File: src/rtl/redux_pkg.sv
// redux_pkg: shared widths and fetch-stage state encoding for the Redux-V core.
package redux_pkg;
    localparam int LARG_END   = 8;
    localparam int LARG_INSTR = 8;
    typedef enum logic [1:0] {
        BUSCA  = 2'b00,
        PARADO = 2'b01
    } estado_t;
endpackage

File: src/rtl/estagio_busca_registrador_pc.sv
// registrador_pc: program counter register with async reset to the start address and a load enable.
module registrador_pc
    import redux_pkg::*;
#(
    parameter int                  LARG_PC = redux_pkg::LARG_END,
    parameter logic [LARG_PC-1:0]  PC_INICIAL = '0
) (
    input  logic               clk,
    input  logic               rst,
    input  logic               i_carga,
    input  logic [LARG_PC-1:0] i_valor,
    output logic [LARG_PC-1:0] o_valor
);
    logic [LARG_PC-1:0] r_valor;

    always_ff @(posedge clk or posedge rst)
        if (rst) r_valor <= PC_INICIAL;
        else if (i_carga) r_valor <= i_valor;

    assign o_valor = r_valor;
endmodule

File: src/rtl/estagio_busca.sv
// estagio_busca: instruction fetch stage; owns the PC, registers the fetched word and
// offers it to decode over valid/ready, with branch redirect/flush and halt after the last address.
module estagio_busca
    import redux_pkg::*;
#(
    parameter int                    LARG_E      = redux_pkg::LARG_END,
    parameter int                    LARG_I      = redux_pkg::LARG_INSTR,
    parameter logic [LARG_E-1:0]     END_INICIAL = '0,
    parameter logic [LARG_E-1:0]     ULTIMO_END  = 8'd101
) (
    input  logic              clk,
    input  logic              rst,
    output logic [LARG_E-1:0] endereco,
    input  logic [LARG_I-1:0] instrucao_mem,
    output logic [LARG_I-1:0] instrucao,
    output logic [LARG_E-1:0] pc_instrucao,
    output logic              valida,
    input  logic              pronto,
    input  logic              desvio,
    input  logic [LARG_E-1:0] alvo_desvio,
    output logic              parado
);
    estado_t           r_estado;
    logic [LARG_I-1:0] r_instrucao;
    logic [LARG_E-1:0] r_pc_instrucao;
    logic              r_valida;
    logic              w_transfer;
    logic              w_livre;
    logic              w_buscando;
    logic              w_ultimo;
    logic              w_carga_pc;
    logic [LARG_E-1:0] w_prox_pc;

    assign w_transfer = r_valida & pronto;
    assign w_livre    = ~r_valida | w_transfer;
    // Spare state codes behave as BUSCA so the stage can never lock up.
    assign w_buscando = r_estado != PARADO;
    assign w_ultimo   = endereco == ULTIMO_END;
    assign w_carga_pc = desvio | (w_buscando & w_livre & ~w_ultimo);
    assign w_prox_pc  = desvio ? alvo_desvio : endereco + 1'b1;

    registrador_pc #(.LARG_PC(LARG_E), .PC_INICIAL(END_INICIAL)) u_pc (
        .clk    (clk),
        .rst    (rst),
        .i_carga(w_carga_pc),
        .i_valor(w_prox_pc),
        .o_valor(endereco)
    );

    always_ff @(posedge clk or posedge rst) begin
        if (rst) begin
            r_estado       <= BUSCA;
            r_instrucao    <= '0;
            r_pc_instrucao <= '0;
            r_valida       <= 1'b0;
        end else if (desvio) begin
            r_estado <= BUSCA;
            r_valida <= 1'b0;
        end else if (w_buscando) begin
            r_estado <= (w_livre && w_ultimo) ? PARADO : BUSCA;
            if (w_livre) begin
                r_instrucao    <= instrucao_mem;
                r_pc_instrucao <= endereco;
                r_valida       <= 1'b1;
            end
        end else if (w_transfer) begin
            r_valida <= 1'b0;
        end
    end

    assign instrucao    = r_instrucao;
    assign pc_instrucao = r_pc_instrucao;
    assign valida       = r_valida;
    assign parado       = (r_estado == PARADO) & ~r_valida;
endmodule
File: config.mk
export PLATFORM = sky130hd
export DESIGN_NAME = estagio_busca
export DESIGN_NICKNAME = d
export VERILOG_FILES = /design/src/rtl/redux_pkg.sv /design/src/rtl/estagio_busca_registrador_pc.sv /design/src/rtl/estagio_busca.sv
export SDC_FILE = /design/constraint.sdc
export NUM_CORES = 1
export LEC_CHECK = 0
export CAP_MARGIN = 20
export CORE_MARGIN = 2
export CORE_UTILIZATION = 30
export CTS_CLUSTER_SIZE = 10
export DETAILED_ROUTE_END_ITERATION = 8
export PLACE_DENSITY = 0.63
export REMOVE_ABC_BUFFERS = 1
export SYNTH_ARGS = -nofsm -noshare
export SYNTH_HDL_FRONTEND = slang
export SYNTH_SLANG_ARGS = --single-unit
File: constraint.sdc
create_clock -name clk -period 1.53 [get_ports clk]
set_input_delay 0.3825 -clock clk [delete_from_list [all_inputs] [get_ports clk]]
set_output_delay 0.3825 -clock clk [all_outputs]
set_load 0.01 [all_outputs]
==> metrics.md, run 1 <==
| Metric | Value |
|---|---|
| DR vias/cell | 4.595 |
| RSZ-0062 raised after global routing | no |
| Post-synth top area cell | dfrtp_1 |
| Fin util | about half |
| Cell chosen for the clock root | clkbuf_8 |
| Top-area cell type share of the netlist area | 52.58% |
| PortBufs | 45 |
| Core Area | between 3000 and 4000 um^2 |
| Hold_ws | 0.4193 ns |
| Max Cap Violations | 0 |
| Worst-skew pair later-pin latency | about 0.27 ns |
| Inst Count DP | 204 |
| ANT cells | 0 |
| Cell Pwr Density | 985.4 nW/um^2 |
| Seq/Total Area, Yosys | between 50 and 60% |
| Pleak | about 0.90 nW |
| DR iter-0 viols | 47 |
| Die height | around 68 um |
| Setup crit end kind | register |
| Fin. max-slew vios | 0 |
| Cts bufs inserted | 3 |
| Relative slew slack | 80.22% |
| Max Buffers Root-to-Sink | 2 |
| Clock-pin slew on the worst setup and hold paths | ~0.09 ns |
| Largest net degree at the start of global routing | 18 |
| Post-synthesis area per instance | around 12 um^2 |
| I/O pin count | 46 |
| Fillcell total | 366 |
| CTS sink count | 26 |
| Vias | just over 1,000 |
| Layout area overhead | 63.40% |
| Worst hold path class | in -> async |
| VDD IR-drop max | 0.0004952 V |
| Final WL | approximately 3100 um |
| Synth warnings | 0 |
| Wire length per cell | roughly 14 um |
| Critical-path cell list | buf_4, nor3_4, buf_6, buf_12, mux2_2 |
| CP Class | reg -> reg |
| CTS tree | done |
| First-pass GRT wire length | just under 5000 um |
| Post-synth cell types | 31 |
| Final-stage net count | 193 |
| Fin crit share | between 90% and 100% |
| Final hold violations | 0 |
| H-tree depth | 1 |
| Fraction of layout cells with a size suffix above 1 | ~36% |
| Gate Count Post-Synth | 101 |
| Total die area | 4655 um^2 |
| CP Launch Type | register |
| Run status | finished, final reports clean |
| Commonest non-fill, non-tap cells in the layout | dlygate4sd2_1 (27), dfrtp_1 (21), buf_4 (20) |
| Delay of the slowest critical-path stage | just under 0.4 ns |
| Fin Clk Skew | between 0.007 and 0.008 ns |
| Commonest non-fill, non-tap cell in the layout | dlygate4sd2_1 |
| Gr usage total | around 14% |
| Crit path max fanout | 9 |
| GPL Wtd Cong | roughly 0.75 |
| Worst Path Required | 1.69 ns |
| Mapped Area | 1237 um^2 |
| Initial Util | a little under a third |
| Setup violations, final | 0 |
| Worst Max-Slew Pin Slew | between 0.2 and 0.3 ns |
| Fmax | approximately 0.7 GHz |
| Antenna-violating nets left | 0 |
| Vias in the first global route | 1,040 |
| Chip width | just under 70 um |
| Crit path DAT | around 1.6 ns |
| Power, Total | about 2.0 mW |
| Initial antenna violation count | 0 |
| Synth area leaders | dfrtp_1 (53%), mux2_2 (15%), nand2_1 (3.3%) |
| Drt pass-1 iters | 4 |
| Final std cells w/o fill | 220 |
| Worst R2R Path Depth | 5 |
| Yosys reg bits | 26 |
| Grt ovf | 0 |
| Core Rows | 23 |
| DRC viols | 0 |
| Post-route minimum period | around 1.5 ns |
| Slowest CP cell | dfrtp_1 |
| DPL Wire Length | 2177 um |
[critical path, delay by kind of cell, from the launching register on]
family / cells / cell delay [ns]
buffers and inverters: 3 / 0.42
DFF: 1 / 0.39
muxes: 1 / 0.34
and+or+nand+nor: 1 / 0.21
[logic make-up after synthesis]
logic type | share of synthesized area [%]
mux | 15.47
flops | 52.58
simple gates | 14.05
xor+xnor | 3.539
compound gates | 8.494
fa+ha+maj | 2.022
buf+inv | 3.842
[state kept, by name (all words and copies together), names as in the netlist]
signal / flops
r_estado: 1
instrucao: 8
u_pc.o_valor: 8
pc_instrucao: 8
valida: 1
[synthesized netlist by cell type, drive strengths merged]
master / count
clkbuf: 1
nor2: 4
nand4b: 1
ha: 2
dfrtp: 26
nor2b: 2
xor2: 1
nor4: 2
a41oi: 1
mux2: 17
o21ai: 5
inv: 3
o31ai: 2
a21o: 1
nand3: 3
nand2b: 1
o211ai: 1
a21oi: 2
a311oi: 1
buf: 4
xnor2: 4
nor3b: 1
nand2: 11
and4b: 1
and4: 1
nor3: 3
[repair_timing]
| item | in CTS | in global routing |
|---|---|---|
| setup buffers | 10 | 2 |
| resized for setup | 37 | 5 |
| pin swaps | 2 | 5 |
| hold buffers | 0 | 0 |
| cloned | 1 | 0 |
| endpoints found under the setup margin | 45 | 7 |
[per-layer routing]
layer / wire (um) / vias to the layer above / global-route usage (%)
met5: 0 / - / 0
met4: 29 / 0 / 5.500
met3: 123 / 2 / 2.303
met2: 1705 / 28 / 24.76
met1: 1261 / 487 / 17.83
li1: - / 494 / -
[layout make-up]
cell class | count | area, um^2 | area share (%)
inverters | 3 | 11.26 | 0.5569
repair buffers | 70 | 659.4 | 32.61
flip-flops and latches | 26 | 656.9 | 32.49
clock buffers | 3 | 41.29 | 2.042
multi-input cells | 67 | 560.5 | 27.72
well taps | 50 | 62.56 | 3.094
clock inverters | 1 | 30.03 | 1.485
[worst paths after layout]
check / end / slack, ns / startpoint
setup / recovery: instrucao[3] / 0.06 / r_estado[0]
hold / removal: instrucao[1] / 0.42 / rst
setup reg to reg: instrucao[3] / 0.06 / r_estado[0]
hold reg to reg: pc_instrucao[0] / 0.51 / pc_instrucao[0]
max in group asynchronous: u_pc.o_valor[3] / 0.92 / rst
min in group clk: pc_instrucao[0] / 0.51 / pc_instrucao[0]
[through the flow]
| step | TNS, ns | cell area [um^2] | setup WS (ns) |
|---|---|---|---|
| after global routing | 0 | 2022 | 0.005218 |
| after floorplan | -2.217 | 1201 | -0.1444 |
| after CTS | 0 | 1991 | 0.0009632 |
| after detailed placement | -6.858 | 1837 | -0.3300 |
| final | 0 | 2022 | 0.06305 |
| after global placement | -6.507 | 1837 | -0.3139 |
[power breakdown]
| part | total [mW] | leakage [nW] | switching [mW] | internal, mW |
|---|---|---|---|---|
| clock | 0.565 | 0.0357 | 0.215 | 0.350 |
| sequential | 0.834 | 0.306 | 0.0483 | 0.786 |
| combinational | 0.593 | 0.560 | 0.257 | 0.336 |
Power figures use the tool's default switching activity.
==> run 2: changes to the inputs <==
Settings changed: TNS_END_PERCENT set to 20.
==> run 2 against run 1 <==
  * Cell count down 1.4%
  * Total power fell by 1.1%
  * Sequential cell count stayed put
  * Sequential share of layout area grew 0.76 points
  * Clock power about the same
  * Clock skew fell by 0.00092 ns
  * Critical endpoint unchanged
==> metrics.md, run 2 (synthesized netlist as in run 1, its figures left out) <==
| Metric | Value |
|---|---|
| Core Area | just under 4000 um^2 |
| Fin. max-slew vios | 0 |
| H-tree depth | 1 |
| DRC viols | 0 |
| Sequential power share | 42.4% |
| Worst Path Required | between 1.5 and 2 ns |
| DPL Wire Length | about 2200 um |
| First-pass GRT wire length | 4602 um |
| Setup crit end kind | register |
| DR vias/cell | roughly 4.6 |
| DR iter-0 viols | 37 |
| Relative slew slack | between 70% and 80% |
| Commonest non-fill, non-tap cells in the layout | dlygate4sd2_1 (26), dfrtp_1 (21), buf_4 (20) |
| Clock-pin slew on the worst setup and hold paths | 0.09 ns |
| Worst path buffer plus inverter count | 2 |
| Worst-skew pair later-pin latency | 0.27 ns |
| Fillcell total | 370 |
| CTS sink count | 26 |
| Layout area overhead | 59.66% |
| Clock Power Share | between 20% and 30% |
| CTS tree | done |
| CP Launch Type | register |
| Worst hold path class | in -> async |
| Area occupied by multi-input gates | around 560 um^2 |
| Fin Clk Skew | between 0.006 and 0.007 ns |
| Worst R2R Path Depth | 5 |
| Combinational power share | about 29% |
| Worst Max-Slew Pin Slew | between 0.3 and 0.4 ns |
| Final WL | roughly 3000 um |
| Chip width | 68.23 um |
| Placed Area | about 1800 um^2 |
| Largest net degree at the start of global routing | 18 |
| I/O pin count | 46 |
| CTS Hold Bufs | 0 |
| Final-stage net count | 190 |
| Grt ovf | 0 |
| Crit path max fanout | 17 |
| Vias | approximately 1,000 |
| Wire length per cell | ~14 um |
| Cts bufs inserted | 3 |
| Initial antenna violation count | 0 |
| Antenna-violating nets left | 0 |
| Slowest CP cell | dfrtp_1 |
| Run status | finished, final reports clean |
| GPL Wtd Cong | approximately 0.75 |
| Total die area | 4655 um^2 |
| Fraction of layout cells with a size suffix above 1 | approximately 34% |
| Crit path DAT | between 1.5 and 2 ns |
| Gr usage total | between 10% and 20% |
| Final hold violations | 0 |
| Max Buffers Root-to-Sink | 2 |
| Fin Setup TNS | 0 ns |
| PortBufs | 45 |
| Commonest non-fill, non-tap cell in the layout | dlygate4sd2_1 |
| Initial Util | a little under a third |
| Core Rows | 23 |
| Final std cells w/o fill | about 220 |
| Max Cap Violations | 0 |
| Sw Share | between 20% and 30% |
| Drt pass-1 iters | 4 |
| Die height | ~68 um |
| Int Power | between 1 and 1.5 mW |
| Delay of the slowest critical-path stage | about 0.4 ns |
| Cell chosen for the clock root | clkbuf_8 |
| Final Cell Area | 1976 um^2 |
| VDD IR-drop max | 0.0004852 V |
| Vias in the first global route | 992 |
| ANT cells | 0 |
| Hold_ws | approximately 0.42 ns |
| Inst Count DP | between 200 and 250 |
| Pleak | 0.8777 nW |
| RSZ-0062 raised after global routing | yes |
| Post-route minimum period | between 1 and 1.5 ns |
| Top delay family on crit path | flip-flops |
| Setup violations, final | 0 |
| Power, Total | ~2.0 mW |
| Cell Pwr Density | 997.7 nW/um^2 |
| Critical-path cell list | nor2b_1, buf_4, nor3_4, buf_12, mux2_2 |
| Fmax | slightly below 0.7 GHz |
| Total area of sequential cells | 656.9 um^2 |
| WP depth | 5 |
| Fin crit share | between 90% and 100% |
| CP Class | reg -> reg |
| Net switching power | ~0.52 mW |
-- run 2: power groups by stage --
stage / sequential, mW / combinational, mW / clock (mW)
5_1_grt: 0.847 / 0.620 / 0.612
3_5_place_dp: 0.876 / 0.564 / 0
4_1_cts: 0.838 / 0.559 / 0.579
6_report: 0.835 / 0.571 / 0.566
3_3_place_gp: 0.870 / 0.553 / 0
2_1_floorplan: 0.913 / 0.179 / 0
-- run 2: metrics by stage --
stage	util (%)	worst slack, ns
2_1_floorplan	-	-0.1444
3_3_place_gp	46.25	-0.3139
3_5_place_dp	46.25	-0.3300
4_1_cts	48.90	-0.03150
5_1_grt	49.75	-0.02048
6_report	49.75	0.04269
-- run 2: area by class of cell --
cell class                 instances  area share (%)
sequential                        26           33.25
timing repair buffer              67           30.91
multi-input combinational         67           28.50
tap                               50           3.167
clock buffer                       3           2.090
clock inverter                     1           1.520
inverter                           3          0.5700
-- run 2: timing repair --
item	CTS	global route
buffers inserted	8	1
pin swaps	2	5
gates resized for setup	31	6
setup endpoints to repair	45	21
-- run 2: worst paths after layout --
kind	startpoint	end	slack (ns)
min reg2reg	pc_instrucao[0]	pc_instrucao[0]	0.51
min in group clk	pc_instrucao[0]	pc_instrucao[0]	0.51
max reg2reg	valida	instrucao[3]	0.04
min	rst	instrucao[1]	0.42
max	valida	instrucao[3]	0.04
max in group asynchronous	rst	u_pc.o_valor[3]	0.92
-- run 2: worst register-to-register path, delay by kind of cell, from the launching register on --
kind | cells | cell delay, ns
buffers and inverters | 2 | 0.34
DFF | 1 | 0.41
muxes | 1 | 0.36
and+or+nand+nor | 2 | 0.28
-- run 2: per-layer routing --
| metal | vias to the layer above | track usage, % | wire, um |
|---|---|---|---|
| met3 | 2 | 2.138 | 104 |
| met2 | 27 | 23.06 | 1585 |
| met4 | 0 | 4.500 | 36 |
| met1 | 486 | 17.21 | 1254 |
| met5 | - | 0 | 0 |
| li1 | 488 | - | - |
==> run 3: changes to the inputs <==
Settings changed: CORE_UTILIZATION 30 to 35, PLACE_DENSITY 0.63 to 0.71, SETUP_SLACK_MARGIN set to 0.05.
==> run 3 against run 2 <==
  * The flow now finishes with violations (negative setup slack)
  * Combinational power increased by 6.1%
  * Sequential power about the same
  * Critical path depth unchanged
  * Maximum frequency decreased by 3.8%
  * Routed wire length increased by 4.8%
==> metrics.md, run 3 (synthesized netlist as in run 1, its figures left out) <==
| Metric | Value |
|---|---|
| CTS sink count | 26 |
| Setup violations, final | 5 |
| Chip width | around 63 um |
| ANT cells | 0 |
| Failing checks | negative setup slack |
| CP Class | reg -> reg |
| First-pass GRT wire length | 4926 um |
| Max Buffers Root-to-Sink | 2 |
| Setup ws final | -0.01565 ns |
| Fillcell total | between 300 and 400 |
| Cts bufs inserted | 3 |
| Commonest non-fill, non-tap cell in the layout | dlygate4sd2_1 |
| Placed Area | ~1800 um^2 |
| Worst Path Required | between 1.5 and 2 ns |
| Commonest non-fill, non-tap cells in the layout | dlygate4sd2_1 (25), dfrtp_1 (23), clkdlybuf4s50_1 (19), buf_4 (19) |
| Fraction of layout cells with a size suffix above 1 | about a third |
| Fin Clk Skew | between 0.002 and 0.0025 ns |
| Run status | complete, but fails checks |
| Post-route minimum period | between 1.5 and 2 ns |
| Vias | 1,013 |
| Layout area overhead | 60.06% |
| DR vias/cell | roughly 4.8 |
| H-tree depth | 1 |
| Worst-skew pair later-pin latency | between 0.3 and 0.4 ns |
| RSZ-0062 raised after global routing | yes |
| CTS tree | done |
| Grt ovf | 0 |
| DR iter-0 viols | 14 |
| Crit path max fanout | 17 |
| Final-stage net count | 190 |
| Final std cells w/o fill | between 200 and 250 |
| Relative slew slack | between 70% and 80% |
| Cell Pwr Density | 967.9 nW/um^2 |
| Worst Max-Slew Pin Slew | approximately 0.38 ns |
| GPL Wtd Cong | a little under 0.8 |
| Final Cell Area | just under 2000 um^2 |
| CTS Hold Bufs | 0 |
| PortBufs | 45 |
| Die height | 63.46 um |
| I/O pin count | 46 |
| Fin util | 58.89% |
| Core Area | 3363 um^2 |
| Setup crit end kind | register |
| DRC viols | 0 |
| Gr usage total | between 15 and 20% |
| VDD IR-drop max | 0.0006005 V |
| Worst hold path class | in -> async |
| Initial antenna violation count | 0 |
| Clock-pin slew on the worst setup and hold paths | around 0.15 ns |
| Pleak | 0.8990 nW |
| Power, Total | around 1.9 mW |
| Fin crit share | 101.0% |
| Fmax | around 0.65 GHz |
| CP Launch Type | register |
| Drt pass-1 iters | 4 |
| Vias in the first global route | around 1,000 |
| Cell chosen for the clock root | clkbuf_4 |
| Crit path DAT | between 1.5 and 2 ns |
| Max Cap Violations | 0 |
| Core Rows | 21 |
| Hold_ws | about 0.4 ns |
| DPL Wire Length | approximately 2200 um |
| Fin. max-slew vios | 0 |
| Total die area | approximately 4000 um^2 |
| Final WL | around 3100 um |
| Final hold violations | 0 |
| Wire length per cell | between 10 and 15 um |
| R2R setup slack | -0.02 ns |
| Inst Count DP | 200 |
| Largest net degree at the start of global routing | 27 |
| Antenna-violating nets left | 0 |
| Initial Util | 36.79% |
## run 3: cell types whose count changed in the layout (fill, tap and decap cells not counted), moves of 2 or more
cell and delta:
clkbuf_4 +3, mux2_4 +10, clkbuf_8 -3, dfrtp_1 +2, mux2_2 -10, dfrtp_2 -2
## run 3: layout make-up
cell class              instances  area, um^2  area share (%)
clock buffers                   3       22.52           1.137
clock inverters                 1       30.03           1.516
inverters                       3       11.26          0.5685
multi-input cells              67       596.8           30.13
flip-flops and latches         26       654.4           33.04
well taps                      46       57.56           2.906
repair buffers                 67       608.1           30.70
## run 3: worst paths after layout
| kind | startpoint | endpoint | cells after the start |
|---|---|---|---|
| max in group asynchronous | rst | u_pc.o_valor[0] | 3 |
| setup / recovery | r_estado[0] | pc_instrucao[2] | 5 |
| hold reg to reg | instrucao[5] | instrucao[5] | 1 |
| min in group clk | instrucao[5] | instrucao[5] | 1 |
| setup reg to reg | r_estado[0] | pc_instrucao[2] | 5 |
| hold / removal | rst | u_pc.o_valor[2] | 3 |
## run 3: worst max-delay path, cell delays in order, from the launching register on
cell	delay, ns
dfrtp_1	0.41
buf_4	0.14
buf_4	0.15
nor3_4	0.21
buf_12	0.20
mux2_2	0.34
## run 3: timing repair
action | in CTS | in global routing
gates resized for setup | 36 | 12
hold endpoints to repair | 0 | 0
pin swaps | 3 | 0
endpoints found under the setup margin | 46 | 23
buffers inserted | 9 | 0
gates cloned | 0 | 0
## run 3: routing by layer
metal  global-route usage [%]  part of all wire (%)
met5                        0                     0
met2                    28.55                    52
met1                    18.94                    43
met3                    3.036                   2.9
met4                    5.707                   1.5
## run 3: power breakdown
| group | internal, mW | switching [mW] | total, mW |
|---|---|---|---|
| clock | 0.265 | 0.212 | 0.476 |
| sequential | 0.785 | 0.0502 | 0.835 |
| combinational | 0.346 | 0.260 | 0.606 |
## run 3: per-stage QoR
stage                     setup WS, ns  TNS [ns]
after global placement         -0.3132    -6.548
after detailed placement       -0.3403    -7.077
after CTS                     0.002011         0
final                         -0.01565  -0.06932
after global routing          -0.04381   -0.3879
after floorplan                -0.1444    -2.217
